$ cat config.mk
export PLATFORM = sky130hd
export DESIGN_NAME = uart_rx_sampler
export DESIGN_NICKNAME = d
export VERILOG_FILES = /design/src/rtl/uart_rx_sampler.sv
export SDC_FILE = /design/constraint.sdc
export NUM_CORES = 1
export LEC_CHECK = 0
export CORE_MARGIN = 2
export CORE_UTILIZATION = 55
export DETAILED_ROUTE_END_ITERATION = 10
export HOLD_SLACK_MARGIN = 0.1
export PLACE_DENSITY = 0.82
export REMOVE_ABC_BUFFERS = 1
export SYNTH_ARGS = -nofsm -noshare
export SYNTH_HDL_FRONTEND = slang
export SYNTH_SLANG_ARGS = --single-unit
$ cat constraint.sdc
create_clock -name clk -period 3.7 [get_ports clk]
set_clock_uncertainty 0.05 [all_clocks]
set_input_delay 1.11 -clock clk [delete_from_list [all_inputs] [get_ports clk]]
set_output_delay 1.11 -clock clk [all_outputs]
set_load 0.02 [all_outputs]
$ cat src/rtl/uart_rx_sampler.sv
// uart_rx_sampler: 16x-oversampling asynchronous serial receiver.
//   - Synchronises rx, detects the start bit and samples each bit mid-period.
//   - Checks parity and the stop bit.
//   - Hands the character to the host through a single-entry holding register.
// Optional feature macro: UART_RX_MAJORITY_VOTE_EN
//   - Defined: 2-of-3 vote over the samples at cnt 7/8/9; decisions are made on cnt 9.
//   - Undefined: a single sample at cnt 8.
module uart_rx_sampler #(
    parameter int SYNC_STAGES = 2
) (
    input  logic       clk,
    input  logic       reset,
    input  logic       baud_clock,
    input  logic       rx,
    input  logic       bit8,
    input  logic       parity_en,
    input  logic       odd_n_even,
    input  logic       read_rx_byte,
    output logic [7:0] rx_data,
    output logic       data_ready,
    output logic       parity_err,
    output logic       framing_err,
    output logic       overflow
);

    typedef enum logic [2:0] {
        S_IDLE   = 3'd0,
        S_START  = 3'd1,
        S_DATA   = 3'd2,
        S_PARITY = 3'd3,
        S_STOP   = 3'd4
    } state_t;

`ifdef UART_RX_MAJORITY_VOTE_EN
    localparam logic [3:0] DECIDE_CNT = 4'd9;
`else
    localparam logic [3:0] DECIDE_CNT = 4'd8;
`endif

    state_t                 r_state;
    state_t                 w_state_nxt;
    logic [SYNC_STAGES-1:0] r_sync;
    logic                   r_rx_last;
    logic [3:0]             r_cnt;
    logic [2:0]             r_bitcnt;
    logic [7:0]             r_shift;
    logic                   r_perr;
    logic [7:0]             r_rx_data;
    logic                   r_data_ready;
    logic                   r_parity_err;
    logic                   r_framing_err;
    logic                   r_overflow;

    logic                   w_rx_s;
    logic                   w_bit;
    logic                   w_decide;
    logic                   w_wrap;
    logic [2:0]             w_last_bit;
    logic [7:0]             w_char;
    logic                   w_start_det;
    logic                   w_shift_en;
    logic                   w_bitcnt_clr;
    logic                   w_bitcnt_inc;
    logic                   w_perr_en;
    logic                   w_deliver;

    assign w_rx_s     = r_sync[SYNC_STAGES-1];
    assign w_decide   = baud_clock && (r_cnt == DECIDE_CNT);
    assign w_wrap     = baud_clock && (r_cnt == 4'd15);
    assign w_last_bit = bit8 ? 3'd7 : 3'd6;
    // In 7-bit mode only seven shifts happen, so the character sits in [7:1].
    assign w_char     = bit8 ? r_shift : {1'b0, r_shift[7:1]};

`ifdef UART_RX_MAJORITY_VOTE_EN
    logic r_s7;
    logic r_s8;

    // Capture the two early votes; the third is the live sample on cnt 9.
    always_ff @(posedge clk) begin
        if (reset) begin
            r_s7 <= 1'b1;
            r_s8 <= 1'b1;
        end else if (baud_clock) begin
            if (r_cnt == 4'd7) r_s7 <= w_rx_s;
            if (r_cnt == 4'd8) r_s8 <= w_rx_s;
        end
    end

    assign w_bit = (r_s7 & r_s8) | (r_s7 & w_rx_s) | (r_s8 & w_rx_s);
`else
    assign w_bit = w_rx_s;
`endif

    // rx synchroniser chain, idle high.
    always_ff @(posedge clk) begin
        if (reset) r_sync <= '1;
        else       r_sync <= {r_sync[SYNC_STAGES-2:0], rx};
    end

    // FSM state register, advanced only on baud ticks.
    always_ff @(posedge clk) begin
        if (reset)           r_state <= S_IDLE;
        else if (baud_clock) r_state <= w_state_nxt;
    end

    // Next-state and per-tick datapath controls.
    always_comb begin
        w_state_nxt  = r_state;
        w_start_det  = 1'b0;
        w_shift_en   = 1'b0;
        w_bitcnt_clr = 1'b0;
        w_bitcnt_inc = 1'b0;
        w_perr_en    = 1'b0;
        w_deliver    = 1'b0;
        case (r_state)
            S_IDLE: begin
                // Only a real falling edge starts a frame; a held-low line does not.
                if (baud_clock && r_rx_last && !w_rx_s) begin
                    w_start_det = 1'b1;
                    w_state_nxt = S_START;
                end
            end
            S_START: begin
                if (w_decide && w_bit) begin
                    w_state_nxt = S_IDLE;
                end else if (w_wrap) begin
                    w_bitcnt_clr = 1'b1;
                    w_state_nxt  = S_DATA;
                end
            end
            S_DATA: begin
                if (w_decide) w_shift_en = 1'b1;
                if (w_wrap) begin
                    if (r_bitcnt == w_last_bit)
                        w_state_nxt = parity_en ? S_PARITY : S_STOP;
                    else
                        w_bitcnt_inc = 1'b1;
                end
            end
            S_PARITY: begin
                if (w_decide) w_perr_en = 1'b1;
                if (w_wrap)   w_state_nxt = S_STOP;
            end
            S_STOP: begin
                // Return to IDLE half a bit early so the next start edge is caught.
                if (w_decide) begin
                    w_deliver   = 1'b1;
                    w_state_nxt = S_IDLE;
                end
            end
            default: w_state_nxt = S_IDLE;
        endcase
    end

    // Tick counter, bit counter, shift register and parity result.
    always_ff @(posedge clk) begin
        if (reset) begin
            r_rx_last <= 1'b1;
            r_cnt     <= 4'd0;
            r_bitcnt  <= 3'd0;
            r_shift   <= 8'h00;
            r_perr    <= 1'b0;
        end else if (baud_clock) begin
            r_rx_last <= w_rx_s;
            if (w_start_det) r_cnt <= 4'd0;
            else             r_cnt <= r_cnt + 4'd1;
            if (w_bitcnt_clr)      r_bitcnt <= 3'd0;
            else if (w_bitcnt_inc) r_bitcnt <= r_bitcnt + 3'd1;
            if (w_shift_en) r_shift <= {w_bit, r_shift[7:1]};
            if (w_start_det)    r_perr <= 1'b0;
            else if (w_perr_en) r_perr <= ((^w_char) ^ w_bit) != odd_n_even;
        end
    end

    // Holding register and host handshake, evaluated every clk.
    always_ff @(posedge clk) begin
        if (reset) begin
            r_rx_data     <= 8'h00;
            r_data_ready  <= 1'b0;
            r_parity_err  <= 1'b0;
            r_framing_err <= 1'b0;
            r_overflow    <= 1'b0;
        end else begin
            r_framing_err <= w_deliver && !w_bit;
            if (w_deliver) begin
                if (!r_data_ready || read_rx_byte) begin
                    r_rx_data    <= w_char;
                    r_parity_err <= parity_en && r_perr;
                    r_data_ready <= 1'b1;
                    r_overflow   <= 1'b0;
                end else begin
                    r_overflow <= 1'b1;
                end
            end else if (read_rx_byte && r_data_ready) begin
                r_data_ready <= 1'b0;
                r_overflow   <= 1'b0;
            end
        end
    end

    assign rx_data     = r_rx_data;
    assign data_ready  = r_data_ready;
    assign parity_err  = r_parity_err;
    assign framing_err = r_framing_err;
    assign overflow    = r_overflow;

endmodule

# Word-level counts from Yosys, hierarchy flattened
# Index checks and enable logic that the tools add are counted.
# totals
register_bits,34
latch_bits,0
ramBits,0
romBits,0
input_bits,8
out_inout_bits,12
elab_cells,85
memories,0
# classes
n_addsub,2
n_mul,0
n_div,0
magnitude_cmp,0
eq_ne,15
shift,0
mux,33
bitwise,1
n_reduce_logical,22
# op_table
op,n
$mux W3,10
$mux W1,20
$pmux W3 S5,1
$ne A2 B2 Y1 const B,5
$reduce_and A2 Y1,5
$eq A4 B4 Y1 const B,2
$logic_and A1 B1 Y1,8
$mux W8,1
$reduce_xor A8 Y1,1
$reduce_and A7 Y1,1
$eq A3 B2 Y1 const B,2
$reduce_bool A2 Y1,3
$add A4 B1 Y4 const B,1
$mux W4,1
$add A3 B1 Y3 const B,1
$eq A3 B1 Y1 const B,1
$eq A3 B3 Y1,1
$eq A3 B3 Y1 const B,1
$logic_not A3 Y1,1
$ne A3 B3 Y1 const B,1
$logic_not A1 Y1,2
$ne A2 B1 Y1 const B,1
$logic_or A1 B1 Y1,1
$ne A1 B1 Y1,1
$xor A1 B1 Y1,1

# Longest topological paths before layout
# Gate-level depths: netlist of run 1.
# depth
ltp_word,7
ltp_mapped,9
ltp_nobuf,6

# Worst setup path before layout of run 1
# Ideal clock, no wire load.
# synth_timing
kind,input to register
from,in baud_clock
to,reg r_state[2]
setup_time_ns,0.125
arrival_time_ns,2.156
required_time_ns,3.525
slack_ns,1.369
stages,5
n_path_buf,1
cell_sequence,buf_2 -> and4_1 -> a2111o_1 -> and4_4 -> mux2i_1
# synth_between
elab_chain_len,4
word_cells_on_any_way,13
cone_classes,5 x eq/ne; 2 x mux; 6 x reduce/logical
# synth_lines
item,line,source
from (decl),13,"input logic baud_clock,"
"$logic_and A1 B1 Y1, on equally long branches","68, 118",
"$logic_and A1 B1 Y1, on equally long branches","124, 118",
$ne A3 B3 Y1 (no source line) (tied with other cells),-,
$reduce_and A7 Y1 (no source line) / $pmux W3 S5 (equally long branches),-,
to (signal assigned),103,else if (baud_clock) r_state <= w_state_nxt;
to (decl),40,state_t r_state;
# Several ways; a longest one is shown, not always the timed one.
# A chain may end at the register's enable or synchronous reset.

# Final worst setup path of run 1
# layout_timing
from,in baud_clock
to,reg r_rx_data[0] (netlist: rx_data[0])
# layout_between
elab_chain_len,4
# layout_lines
item,line,source
$logic_and A1 B1 Y1,68,assign w_decide = baud_clock && (r_cnt == DECIDE_CNT);
$mux W1,146,if (w_decide) begin
$mux W1,115,case (r_state)
$reduce_and A2 Y1 (no source line),-,
to (signal assigned),187,r_rx_data <= w_char;
to (decl),48,logic [7:0] r_rx_data;
# No other way between the ends.

==> metrics.md, run 1 <==
| Metric | Value |
|---|---|
| CTS tree | `done` |
| GRT Overall Usage | `0.208` |
| Num rows | `19` |
| Commonest non-fill, non-tap cell in the layout | `dfxtp_1` |
| Clock transition at path regs | `0.10 ns` |
| Final instance area | `1860 sq um` |
| Initial antenna violation count | `0` |
| # setup viols final | `0` |
| Max-Cap Viols | `0` |
| Pins Over Slew Limit | `0` |
| Max-Slew Margin vs Limit | `0.616` |
| CTS sink cnt | `34` |
| Tot Pwr | `0.000634 W` |
| Crit Path Max Fanout | `18` |
| Asr flop ratio synth | `0` |
| CTS buffer count | `5` |
| RD Place Congestion | `0.742` |
| Multi-input logic area | `850 sq um` |
| Syn Std Cell Area | `1620 sq um` |
| Synth Flop Type | `dfxtp_1` |
| Period utilization | `0.794` |
| Die W | `58.3 microns` |
| LEAKAGE | `0.664 nW` |
| Synth Instances | `183` |
| Max VDD drop | `275 uV` |
| EDFF count, synth | `0` |
| Largest area contributor in the netlist | `dfxtp_1` |
| # Post-CTS Setup Buffers | `0` |
| Post_cts resized | `0` |
| Worst slew pin tran | `0.576 ns` |
| Worst Setup Path Type | `in -> reg` |
| Wirelength per Cell | `13.9 microns` |
| Worst Path Arrival | `3.14 ns` |
| Post-detail-place hpwl | `2270 microns` |
| Worst hold-check path type | `reg -> reg` |
| Drt pass-1 iters | `5` |
| Mean Syn Cell Area | `8.85 sq um` |
| Vias in the first global route | `1,230` |
| DR WL met3 | `170 microns` |
| DR WL met2 | `1590 microns` |
| First DRT Iteration DRCs | `49` |
| Max clock buf depth | `2` |
| Post-layout minimum cycle time | `2.94 ns` |
| Pre-CTS setup slack | `0.398 ns` |
| First-pass GRT wire length | `5300 microns` |
| Largest net degree at the start of global routing | `19` |
| Via-to-Cell Ratio | `5.75` |
| Yosys cell types | `33` |
| Register bit total from synthesis | `34` |
| TNS Setup | `0 ns` |
| Initial Util | `0.582` |
| DRT Wirelength | `3210 microns` |
| Die height | `58.3 microns` |
| Crit path launch type | `input port` |
| Top cell type's share of synthesized area | `0.420` |
| Area grow syn2layout | `15.1%` |
| Most frequent cells in the layout | `34 x dfxtp_1, 19 x clkdlybuf4s50_1, 17 x nand2_1` |
| Fmax | `340 MHz` |
| Worst setup margin | `0.761 ns` |
| Register area share after synthesis | `0.420` |
| CTS Root Cell | `clkbuf_4` |
| Diodes inserted | `0` |
| Layout cells sized above 1 | `0.0700` |
| Data required, critical path | `3.90 ns` |
| Routed via count | `1,328` |
| Status | `finished clean` |
| Die footprint | `3390 sq um` |
| Hold Buf Count CTS | `0` |
| RSZ-0062 raised after global routing | `no` |
| DRT antenna net count | `0` |
| Latest clock arrival within the worst-skew pair | `0.34 ns` |
| Metal-1 WL | `1400 microns` |
| Htree depth | `2` |
| Pwr/cell area | `340 nW/um^2` |
| Fillers | `219` |
| Nets | `210` |
| Area contributors post-synth | `dfxtp_1 42%, mux2i_1 6.8%, a21oi_1 4.6%` |
| Core area | `2780 sq um` |
| Synth Warn # | `0` |
| Port bufs | `19` |
| Worst Setup End Kind | `flip-flop` |
| Endpoints failing hold | `0` |
| Highest routing layer actually used | `met4` |
| Grt total ovfl | `0` |
| Area after DPL | `1800 sq um` |
| DRC errors left | `0` |
| Storage element area | `681 sq um` |
| I/O Pins | `20` |
-- per-layer routing --
layer	vias up	GRT usage
met5	-	0
met4	0	0.0764
met3	6	0.0759
met2	37	0.351
met1	611	0.243
li1	674	-
-- worst max-delay path: stages --
cell and delay [ns]:
clkdlybuf4s50_1 0.67, and4b_1 0.42, and4_1 0.62, nor2_1 0.08, a311oi_1 0.24
-- state kept, by name (all words and copies together) (netlist names), 2 cells and up --
name,flops
r_shift,8
rx_data,8
r_cnt,4
r_bitcnt,3
r_state,3
r_sync,2
-- layout make-up --
type / instances / area share
Clock buffer: 7 / 0.0295
Inverter: 6 / 0.0121
Multi-Input combinational cell: 130 / 0.456
Clock inverter: 1 / 0.00268
Tap cell: 31 / 0.0208
Sequential cell: 34 / 0.365
Timing Repair Buffer: 22 / 0.114
-- stage by stage --
step / instances / hold WS [ns] / utilization
floorplan: 170 / 0.339 / -
global placement: 223 / 0.347 / 0.649
detailed placement: 223 / 0.347 / 0.649
CTS: 231 / 0.371 / 0.670
global route: 231 / 0.378 / 0.670
finish: 231 / 0.371 / 0.670
-- Yosys cell counts (all sizes together) (2+ instances only) --
cell type and count:
o211ai 2, ha 3, o2111ai 2, mux2i 11, xnor2 7, a21oi 15
dfxtp 34, nor2b 2, inv 6, nand3 15, nand4 2, nand2 17
clkbuf 6, buf 7, a211oi 9, xor2 5, o21ai 2, and4 4
nand2b 7, nor2 16, or2 2
-- cell families after synthesis --
logic type | Yosys count | synth area share
AND/OR/NAND/NOR | 69 | 0.215
adder cells (fa/ha/maj) | 3 | 0.0232
XOR/XNOR | 13 | 0.0788
multiplexers | 11 | 0.0680
AO/OA/AOI/OAI | 34 | 0.140
buffers and inverters | 19 | 0.0549
flip-flops | 34 | 0.420
-- path summary, 6_finish.rpt --
check / slack, ns / from / end / depth (start not counted)
min: 0.37 / r_sync[0]$_SDFF_PP1_ / r_sync[1]$_SDFF_PP1_ / 1
max reg2reg: 1.69 / r_cnt[0]$_SDFFE_PP0P_ / rx_data[0]$_SDFFE_PP0P_ / 6
max: 0.76 / baud_clock / rx_data[0]$_SDFFE_PP0P_ / 5
min reg2reg: 0.37 / r_sync[0]$_SDFF_PP1_ / r_sync[1]$_SDFF_PP1_ / 1
-- report_power, final --
part / switching, W / leakage, nW / internal [W]
sequential: 0.00000523 / 0.275 / 0.000370
combinational: 0.0000224 / 0.354 / 0.0000221
clock: 0.000123 / 0.0353 / 0.0000920
total: 0.000150 / 0.664 / 0.000484
Note: power is estimated with default switching activity, not from simulation.
==> run 2: changes to the inputs <==
CORE_UTILIZATION = 49   (was 55)
PLACE_DENSITY = 0.78   (was 0.82)
clock period = 2.65 ns   (was 3.7 ns; I/O delays follow)
==> run 2 against run 1 <==
Clock power rose by 38%. First-iteration DRC count fell by 22%. Combinational power rose by 48%. Wire length rose by 0.28%. Critical endpoint is now r_state[2]$_SDFFE_PP0P_. Largest power group unchanged. Die area rose by 11%. Clock-buffer cell count did not move. Total power rose by 40%. Cell count rose by 6.9%. Global-route usage fell by 0.22 points. Hold slack got worse by 0.0050 ns. Sequential power rose by 39%.
==> metrics.md, run 2 (synthesized netlist as in run 1, its figures left out) <==
| Metric | Value |
|---|---|
| Status | `finished clean` |
| Largest net degree at the start of global routing | `26 (+7)` |
| TNS Setup | `0 ns (unchanged)` |
| RD Place Congestion | `0.789 (+6.3%)` |
| Data required, critical path | `2.86 ns (-1.04 ns)` |
| Pwr/cell area | `465 nW/um^2 (+37%)` |
| Area after DPL | `1840 sq um (+2.1%)` |
| Initial antenna violation count | `0 (unchanged)` |
| CTS sink cnt | `34 (unchanged)` |
| DRC errors left | `0 (unchanged)` |
| Latest clock arrival within the worst-skew pair | `0.34 ns (about the same)` |
| # setup viols final | `0 (unchanged)` |
| Grt total ovfl | `0 (unchanged)` |
| Crit Path Max Fanout | `13 (-5)` |
| Fmax | `453 MHz` |
| Area grow syn2layout | `17.5%` |
| Post_cts resized | `0 (unchanged)` |
| First DRT Iteration DRCs | `38 (-22%)` |
| Worst Setup End Kind | `flip-flop` |
| LEAKAGE | `0.679 nW (+2.3%)` |
| DRT antenna net count | `0 (unchanged)` |
| Htree depth | `2 (unchanged)` |
| Wirelength per Cell | `13.0 microns (-6.2%)` |
| Clock transition at path regs | `0.09 ns (about the same)` |
| Most frequent cells in the layout | `34 x dfxtp_1, 19 x clkdlybuf4s50_1, 17 x nand2_1` |
| DRT Wirelength | `3210 microns (+0.28%)` |
| Max VDD drop | `265 uV (-3.8%)` |
| Slowest stage delay, CP | `0.58 ns (-0.09 ns)` |
| Max-Slew Margin vs Limit | `0.629 (+0.0136)` |
| RSZ-0062 raised after global routing | `no` |
| Nets | `213 (+1.4%)` |
| Die footprint | `3780 sq um (+11%)` |
| CTS buffer count | `5 (unchanged)` |
| # Post-CTS Setup Buffers | `0 (unchanged)` |
| Routed via count | `1,348 (+1.5%)` |
| Die height | `61.5 microns (+5.5%)` |
| I/O Pins | `20 (unchanged)` |
| Post-layout minimum cycle time | `2.21 ns` |
| Top Family by Delay on Critical Path | `buffers and inverters` |
| Period utilization | `0.832` |
| Post-detail-place hpwl | `2360 microns (+3.6%)` |
| Final instance area | `1900 sq um (+2.1%)` |
| Drt pass-1 iters | `4 (-1)` |
| Vias in the first global route | `1,266 (+2.9%)` |
| Worst Setup Path Type | `in -> reg` |
| GRT Overall Usage | `0.206 (-0.00219)` |
| CP bufs+invs | `2 (+1)` |
| Layout cells sized above 1 | `0.0837 (+0.0137)` |
| Num rows | `20 (+1)` |
| Slowest stage cell, crit path | `clkdlybuf4s50_1` |
| Worst slew pin tran | `0.555 ns (-0.0217 ns)` |
| Port bufs | `19 (unchanged)` |
| CTS tree | `done` |
| Initial Util | `0.522 (-0.0603)` |
| Pins Over Slew Limit | `0 (unchanged)` |
| Hold Buf Count CTS | `0 (unchanged)` |
| Max clock buf depth | `2 (unchanged)` |
| Commonest non-fill, non-tap cell in the layout | `dfxtp_1` |
| Cells along the critical path | `clkdlybuf4s50_1 -> and4b_1 -> buf_4 -> nand3b_1 -> and4_4 -> mux2i_1` |
| CTS Root Cell | `clkbuf_4` |
| Endpoints failing hold | `0 (unchanged)` |
| Worst Path Arrival | `2.42 ns (-0.72 ns)` |
| Worst hold-check path type | `reg -> reg` |
| Via-to-Cell Ratio | `5.46 (-5.1%)` |
| Crit path launch type | `input port` |
| Core area | `3100 sq um (+12%)` |
| Max-Cap Viols | `0 (unchanged)` |
| First-pass GRT wire length | `5690 microns (+7.4%)` |
| Diodes inserted | `0 (unchanged)` |
| Fillers | `287 (+31%)` |
| Die W | `61.5 microns (+5.5%)` |
[run 2: cell types whose count changed in the layout (fill, tap and decap cells not counted)]
cell	change
buf_4	+3
[run 2: power breakdown]
group	switching (W)	internal [W]	total [W]
clock network	0.000167	0.000128	0.000296
registers	0.00000736	0.000516	0.000523
logic	0.0000328	0.0000329	0.0000657
[run 2: path summary, 6_finish.rpt]
| kind | startpoint | end | slack [ns] | depth (start not counted) |
|---|---|---|---|---|
| max | baud_clock | r_state[2]$_SDFFE_PP0P_ | 0.44 | 6 |
| min | r_sync[0]$_SDFF_PP1_ | r_sync[1]$_SDFF_PP1_ | 0.37 | 1 |
| min reg2reg | r_sync[0]$_SDFF_PP1_ | r_sync[1]$_SDFF_PP1_ | 0.37 | 1 |
| max reg2reg | r_state[1]$_SDFFE_PP0P_ | r_shift[6]$_SDFFE_PP0P_ | 0.80 | 5 |
[run 2: routing by layer]
layer	share of wire	vias to the layer above	track usage
met5	0	-	0
met4	0.020	0	0.0881
met3	0.052	8	0.0756
met2	0.46	37	0.320
met1	0.46	625	0.257
li1	-	678	-
[run 2: area by class of cell]
type,instances,area (sq um),area share
inverters,6,22.5,0.0118
multi-input cells,130,850,0.446
clock inverters,1,5.00,0.00263
repair buffers,25,235,0.124
well taps,44,55.1,0.0289
clock buffers,7,55.1,0.0289
flip-flops and latches,34,681,0.358
[run 2: stage by stage]
| step | util | total power (W) | setup WS [ns] | hold WS (ns) | instances |
|---|---|---|---|---|---|
| 2_1_floorplan | - | 0.000566 | 0.520 | 0.339 | 170 |
| 3_3_place_gp | 0.594 | 0.000597 | 0.206 | 0.344 | 239 |
| 3_5_place_dp | 0.594 | 0.000600 | 0.119 | 0.345 | 239 |
| 4_1_cts | 0.613 | 0.000898 | 0.445 | 0.369 | 247 |
| 5_1_grt | 0.613 | 0.000923 | 0.343 | 0.383 | 247 |
| 6_report | 0.613 | 0.000885 | 0.444 | 0.366 | 247 |
